==> src/rtl/calc_arbiter.sv <==
// rtl/calc_arbiter.sv - round-robin arbiter sharing one calculator core among NREQ clients
// Sequences IDLE -> ISSUE -> WAIT -> RESP with a watchdog on the core's completion strobe.
module calc_arbiter #(
    parameter int NREQ        = 4,
    parameter int W           = 8,
    parameter int FW          = 2,
    parameter int TIMEOUT_CYC = 16
) (
    input  logic                    clock_i,
    input  logic                    reset_i,
    input  logic [NREQ-1:0]         req_valid_i,
    input  logic [NREQ*W-1:0]       req_a_i,
    input  logic [NREQ*W-1:0]       req_b_i,
    input  logic [NREQ*FW-1:0]      req_fct_i,
    output logic [NREQ-1:0]         req_ready_o,
    output logic                    calc_start_o,
    output logic [W-1:0]            calc_a_o,
    output logic [W-1:0]            calc_b_o,
    output logic [FW-1:0]           calc_fct_o,
    output logic                    calc_abort_o,
    input  logic                    calc_done_i,
    input  logic [W-1:0]            calc_s_i,
    input  logic                    calc_signal_i,
    output logic                    resp_valid_o,
    input  logic                    resp_ready_i,
    output logic [$clog2(NREQ)-1:0] resp_id_o,
    output logic [W-1:0]            resp_s_o,
    output logic                    resp_signal_o,
    output logic                    resp_err_o,
    output logic                    busy_o
);

    localparam int IDW = $clog2(NREQ);
    localparam int IW1 = IDW + 1;
    localparam int TW  = $clog2(TIMEOUT_CYC);
    localparam logic [TW-1:0]  T_LAST  = TW'(TIMEOUT_CYC - 1);
    localparam logic [IDW-1:0] ID_LAST = IDW'(NREQ - 1);

    typedef enum logic [1:0] {
        S_IDLE  = 2'd0,
        S_ISSUE = 2'd1,
        S_WAIT  = 2'd2,
        S_RESP  = 2'd3
    } state_t;

    state_t         state;
    logic [IDW-1:0] ptr;
    logic [TW-1:0]  timer;

    logic           grant_any;
    logic [IDW-1:0] grant_id;
    logic [IDW-1:0] cand;
    logic [IW1-1:0] sum;
    logic [W-1:0]   sel_a;
    logic [W-1:0]   sel_b;
    logic [FW-1:0]  sel_fct;

    // Search ptr, ptr+1, ... wrapping at NREQ; the first asserted valid wins.
    always_comb begin
        grant_any = 1'b0;
        grant_id  = '0;
        cand      = '0;
        sum       = '0;
        for (int i = 0; i < NREQ; i++) begin
            sum = {1'b0, ptr} + IW1'(i);
            if (sum >= IW1'(NREQ)) begin
                sum = sum - IW1'(NREQ);
            end
            cand = sum[IDW-1:0];
            if (!grant_any && req_valid_i[cand]) begin
                grant_any = 1'b1;
                grant_id  = cand;
            end
        end
    end

    always_comb begin
        sel_a   = '0;
        sel_b   = '0;
        sel_fct = '0;
        for (int i = 0; i < NREQ; i++) begin
            if (grant_id == IDW'(i)) begin
                sel_a   = req_a_i[i*W +: W];
                sel_b   = req_b_i[i*W +: W];
                sel_fct = req_fct_i[i*FW +: FW];
            end
        end
    end

    always_comb begin
        req_ready_o = '0;
        if (state == S_IDLE && grant_any) begin
            req_ready_o[grant_id] = 1'b1;
        end
    end

    assign busy_o = (state != S_IDLE);

    always_ff @(posedge clock_i) begin
        if (reset_i) begin
            state         <= S_IDLE;
            ptr           <= '0;
            timer         <= '0;
            calc_start_o  <= 1'b0;
            calc_abort_o  <= 1'b0;
            calc_a_o      <= '0;
            calc_b_o      <= '0;
            calc_fct_o    <= '0;
            resp_valid_o  <= 1'b0;
            resp_id_o     <= '0;
            resp_s_o      <= '0;
            resp_signal_o <= 1'b0;
            resp_err_o    <= 1'b0;
        end else begin
            calc_start_o <= 1'b0;
            calc_abort_o <= 1'b0;
            case (state)
                S_IDLE: begin
                    if (grant_any) begin
                        calc_a_o     <= sel_a;
                        calc_b_o     <= sel_b;
                        calc_fct_o   <= sel_fct;
                        resp_id_o    <= grant_id;
                        calc_start_o <= 1'b1;
                        state        <= S_ISSUE;
                    end
                end
                S_ISSUE: begin
                    timer <= '0;
                    state <= S_WAIT;
                end
                S_WAIT: begin
                    // A completion in the final watchdog cycle still counts as success.
                    if (calc_done_i) begin
                        resp_s_o      <= calc_s_i;
                        resp_signal_o <= calc_signal_i;
                        resp_err_o    <= 1'b0;
                        resp_valid_o  <= 1'b1;
                        state         <= S_RESP;
                    end else if (timer == T_LAST) begin
                        resp_s_o      <= '0;
                        resp_signal_o <= 1'b0;
                        resp_err_o    <= 1'b1;
                        resp_valid_o  <= 1'b1;
                        calc_abort_o  <= 1'b1;
                        state         <= S_RESP;
                    end else begin
                        timer <= timer + TW'(1);
                    end
                end
                S_RESP: begin
                    if (resp_ready_i) begin
                        resp_valid_o <= 1'b0;
                        ptr          <= (resp_id_o == ID_LAST) ? '0 : resp_id_o + IDW'(1);
                        state        <= S_IDLE;
                    end
                end
                default: state <= S_IDLE;
            endcase
        end
    end

endmodule

==> config.mk <==
export PLATFORM = sky130hd
export DESIGN_NAME = calc_arbiter
export DESIGN_NICKNAME = d
export VERILOG_FILES = /design/src/rtl/calc_arbiter.sv
export SDC_FILE = /design/constraint.sdc
export NUM_CORES = 1
export LEC_CHECK = 0
export ABC_AREA = 1
export CAP_MARGIN = 5
export CORE_ASPECT_RATIO = 0.75
export CORE_MARGIN = 1.5
export CORE_UTILIZATION = 38
export DETAILED_ROUTE_END_ITERATION = 10
export PLACE_DENSITY_LB_ADDON = 0.12
export SETUP_SLACK_MARGIN = 0.5
export SYNTH_ARGS = -nofsm -noshare
export SYNTH_HDL_FRONTEND = slang
export SYNTH_SLANG_ARGS = --single-unit
==> constraint.sdc <==
create_clock -name clock_i -period 2.7 [get_ports clock_i]
set_clock_uncertainty 0.15 [all_clocks]
set_input_delay 0.54 -clock clock_i [delete_from_list [all_inputs] [get_ports clock_i]]
set_output_delay 0.54 -clock clock_i [all_outputs]
set_load 0.02 [all_outputs]
Word level (Yosys, flattened, before mapping)
Index checks and enable logic that the tools add are counted.
{"block": "totals", "out_inout_bits": 38, "inputBits": 89, "reg_bits": 41, "elab_cells": 124}
{"block": "op_classes", "n_mux": 55, "magnitude_cmp": 10, "bitwise": 2, "n_reduce_logical": 22, "addsub": 9, "eq_ne": 13}
{"op": "8-bit two-way mux", "n": 10}
{"op": "2-bit two-way mux", "n": 17}
{"op": "1-bit two-way mux", "n": 17}
{"op": "2-bit by 3-bit < comparator with 1-bit output (second input constant)", "n": 5}
{"op": "4-bit two-way mux", "n": 3}
{"op": "2-bit == test (second input constant)", "n": 5}
{"op": "3-bit >= comparator (second input constant)", "n": 3}
{"op": "3-bit AND reduction", "n": 3}
{"op": "1-bit binary-select mux with 2-bit select", "n": 4}
{"op": "2-bit inequality test (second input constant)", "n": 4}
{"op": "2-bit case mux with 4 select lines", "n": 1}
{"op": "4-bit case mux with 2 select lines", "n": 1}
{"op": "2-bit nonzero test", "n": 4}
{"op": "2-bit by 1-bit subtractor with 2-bit output (second input constant)", "n": 4}
{"op": "2-bit by 2-bit adder with 3-bit output (second input constant)", "n": 2}
{"op": "2-bit AND reduction", "n": 3}
{"op": "1-bit logical AND", "n": 5}
{"op": "4-bit by 1-bit adder with 4-bit output (second input constant)", "n": 1}
{"op": "2-bit by 1-bit == test with 1-bit output (second input constant)", "n": 2}
{"op": "4-bit == test (second input constant)", "n": 1}
{"op": "2-bit logical NOT", "n": 2}
{"op": "2-bit by 1-bit adder with 3-bit output (second input constant)", "n": 1}
{"op": "2-bit by 3-bit >= comparator with 1-bit output (second input constant)", "n": 1}
{"op": "1-bit logical NOT", "n": 3}
{"op": "other kinds (8)", "n": 9}

Logic depth before layout (Yosys ltp)
{"block": "logic_depth", "depth_word": 19, "depth_mapped": 16, "ltp_nobuf": 16}

Least setup slack after synthesis
No wires, ideal clock.
{"block": "synth_timing", "kind": "input -> output", "startpoint": "input req_valid_i[1]", "endpoint": "output req_ready_o[0]", "slack_ns": 0.045, "path_buffers": 1, "arrival_ns": 1.965, "path_stages": 10, "t_required_ns": 2.010, "path_cell_list": "inv_1 nand2_1 nand3_1 nand2_1 nor2_4 nand3_1 nand2_1 nand2_4 buf_2 nor3_1"}
{"block": "synth_via", "elab_chain_cells": 17, "elab_cells_between_ends": 29, "cone_classes": "order compare (2); mux (19); reduce/logical (8)"}
{"item": "from (decl)", "line": "11", "text": "input logic [NREQ-1:0] req_valid_i,"}
{"item": "1-bit binary-select mux with 2-bit select", "line": "70", "text": "if (!grant_any && req_valid_i[cand]) begin"}
{"item": "1-bit two-way mux (not written as such)", "line": "70"}
{"item": "1-bit two-way mux", "line": "70"}
{"item": "1-bit logical NOT", "line": "70"}
{"item": "1-bit logical AND", "line": "70"}
{"item": "1-bit two-way mux", "line": "70"}
{"item": "1-bit logical NOT", "line": "70"}
{"item": "1-bit logical AND", "line": "70"}
{"item": "1-bit two-way mux", "line": "70"}
{"item": "1-bit logical NOT", "line": "70"}
{"item": "1-bit logical AND", "line": "70"}
{"item": "2-bit two-way mux", "line": "70"}
{"item": "2-bit by 3-bit < comparator with 1-bit output (not written as such) / 2-bit by 1-bit >= comparator with 1-bit output (equally long branches)", "line": "93", "text": "req_ready_o[grant_id] = 1'b1;"}
{"item": "1-bit logical AND (not written as such)", "line": "93"}
{"item": "1-bit two-way mux (not written as such)", "line": "93"}
{"item": "1-bit demux with 2-bit select", "line": "93"}
{"item": "4-bit two-way mux (*)", "line": "92", "text": "if (state == S_IDLE && grant_any) begin"}
{"item": "to (decl)", "line": "15", "text": "output logic [NREQ-1:0] req_ready_o,"}
Every way passes the cells marked *; elsewhere a longest branch is shown, timed or not. The select of a mux whose other input is x is not followed.

Worst setup path after layout
{"block": "layout_timing", "startpoint": "input req_valid_i[1]", "endpoint": "output req_ready_o[2]"}
Same word-level chain as after synthesis.

==> flow_metrics.tcl <==
set metrics [dict create \
    outcome "finished, violations left" \
    violations "negative setup slack" \
    ys_ff_latch 41 \
    drc 0 \
    async_flop_share_pct 0 \
    drt-initial-drc-count 134 \
    die_area_um2 7144 \
    vias 3228 \
    ir_worst_vdd_mv 0.4720 \
    critPathKind "input pin to primary output" \
    final_nets 662 \
    drt_pass1_iterations 4 \
    grt_max_degree 28 \
    antenna_found_initial 0 \
    post-route-period-util_pct 100.1 \
    maxCapViolCount 0 \
    cts_tree "done" \
    rr_worst_depth 20 \
    fin_ws_ns -0.003650 \
    numCtsBuffers 5 \
    wl_um 9075 \
    tightestPinTransition_ns 0.6806 \
    path_delay_family "simple AND/OR/NAND/NOR gates" \
    crit_path_start_kind "input pin" \
    p_per_area_nw_per_um2 923.2 \
    cts-root-buf "clkbuf_8" \
    end_kind "primary output" \
    hp-class "flop to flop" \
    postPlaceCellArea_um2 4061 \
    grt_overflow 0 \
    hold_viol_final 0 \
    clk_latency_ns 0.30 \
    die_h_um 73.58 \
    syn_to_final_growth_pct 82.75 \
    grt_pass1_vias 2958 \
    rsz0062_at_grt "yes" \
    synthTopCellsByCount "nand2_1 (122), nand3_1 (49), inv_1 (42)" \
    wire_per_inst_um 14.00 \
    cp_cell_sequence "clkdlybuf4s15_1 -> inv_2 -> buf_4 -> nand2_1 -> nand2_1 -> nand2_1 -> nand2_1 -> nor2_1 -> nor2_1 -> nand2_2 -> nand2_4 -> buf_4 -> nand2_4 -> nor2_2 -> buf_6" \
    gp_congestion 0.8662 \
    synth_area_per_cell_um2 6.262 \
    fin_area_um2 4612 \
    cts_buffer_depth 2 \
    cp_slowest_cell "clkdlybuf4s15_1" \
    maxClockFrequency_mhz 369.9 \
    clkTransAtPathRegs_ns 0.08 \
    yosys.area.top_type "dfxtp_1" \
    crit_cells 15 \
    synth_warnings 0 \
    cp_num_buf_inv 5 \
    yosysSeqAreaShare_pct 32.52 \
    setup_viol 1 \
    relSlewSlack_pct 54.32 \
    synthCells 403 \
    synthTopCellsByArea "dfxtp_1 (33%), nand2_1 (18%), nand3_1 (9.7%)" \
    setup-tns-final_ns -0.003650 \
    arrival_ns 2.01 \
    htreeDepth 2 \
    cts.sinks 41 \
    drtAntennaViolNets 0 \
    rows 25 \
    synth-edff-count 0 \
    synth_nets 499 \
    synth_top_area_share_pct 32.52 \
    crit_top_cell "nand2_1" \
    drv_slew 0 \
    io_buffer_count 126 \
    die_x_um 97.10 \
    critical_path.max_stage_delay_ns 0.19 \
    grt_pass1_wl_um 13500 \
    fp.coreArea_um2 6350 \
    critPathMaxFanout 2 \
    initial_core_util_pct 39.74 \
    hpwl_um 6270 \
    synth_area_um2 2524 \
    n_antenna_cell 0 \
    period_minus_slack_ns 2.704 \
    ios 127 \
    synth_cell_types 29 \
    min_path_cells 2 \
    cp_data_required_time_ns 2.01 \
    ctsHoldBuffers 0 \
    synthMostInstantiatedCell "nand2_1" \
    leakage_nw 2.017 \
    via_per_inst 4.981 \
    hold_ws_ns 0.3133 \
    grt_use_total_pct 23.50 \
    drive_above_1_share_pct 25.93 \
    synth-main-ff-cell "dfxtp_1" \
]
## where the power goes
| group | internal [mW] | switching [mW] | leakage [nW] |
|---|---|---|---|
| clock network | 0.301 | 0.223 | 0.0574 |
| logic | 1.28 | 1.56 | 1.62 |
| registers | 0.784 | 0.103 | 0.337 |
## sequential cells by signal, summed over array words and instances (netlist names), 2 cells and up
signal	flops
calc_a_o	8
calc_b_o	8
calc_fct_o	2
ptr	2
resp_id_o	2
resp_s_o	8
state	2
timer	4
## layout make-up
class	instances	area (um^2)
Sequential cell	41	825.8
Multi-Input combinational cell	298	1685
Timing Repair Buffer	174	1684
Inverter	46	195.2
Fill cell	488	1738
Tap cell	81	101.3
Clock buffer	6	82.58
Clock inverter	2	37.54
## metal layers
| metal | track usage, % | vias up | wire (um) | share of wire, % |
|---|---|---|---|---|
| li1 | - | 1625 | - | - |
| met1 | 28.45 | 1470 | 3964 | 44 |
| met2 | 41.57 | 118 | 4268 | 47 |
| met3 | 7.422 | 15 | 700 | 7.7 |
| met4 | 4.992 | 0 | 142 | 1.6 |
| met5 | 0 | - | 0 | 0 |
## worst paths after layout
check / from / endpoint / slack, ns
max: req_valid_i[1] / req_ready_o[2] / -0.004
min: resp_s_o[0]$_SDFFE_PP0P_ / resp_s_o[0]$_SDFFE_PP0P_ / 0.31
max reg2reg: ptr[0]$_SDFFE_PP0P_ / calc_a_o[5]$_SDFFE_PP0N_ / 0.19
min reg2reg: resp_s_o[0]$_SDFFE_PP0P_ / resp_s_o[0]$_SDFFE_PP0P_ / 0.31
## per-stage QoR
step                cells  util [%]  power, mW  setup WS (ns)
floorplan             403         -      2.369         0.3859
global placement      620     63.96      3.221        -0.7211
detailed placement    620     63.96      3.265        -0.7704
CTS                   640     68.20      3.923         0.1188
global route          648     72.63      4.564        -0.1066
finish                648     72.63      4.258      -0.003650
## repair_timing
item	CTS	global route
setup endpoints to repair	27	25
gates resized for setup	54	65
cloned	1	1
pin swaps	13	29
buffers inserted	11	7
## worst min-delay path: stages, from the launching register on
cell     delay (ns)
dfxtp_1        0.31
nand2_1        0.06
a21oi_1        0.05
## kinds of logic (layout without fill, tap and decap cells)
family          after synthesis  after routing  share of synthesized area (%)
buf+inv                      65            228                          10.96
simple gates                223            224                          39.32
flops                        41             41                          32.52
fa+ha+maj                     7              7                          3.470
compound gates               67             67                          13.73
## placed cells by master (no fill, tap or decap), types with 3 or more instances in the layout
cell type        count
buf_6               12
nand4_1              5
nor4_1               4
nor3_1               3
nand2_1             89
nand3_1             38
clkdlybuf4s50_1    117
inv_2                6
nand2_4              9
nand2_2             31
a21oi_2              5
or2_2                3
o21ai_0             20
buf_4               35
dfxtp_1             39
nand3_2             12
a21oi_1             27
clkbuf_8             6
inv_1               36
buf_2                3
nor2_1              20
ha_1                 7
nor2_4               5
o21ai_1              9
buf_12               3
Power figures use the tool's default switching activity.
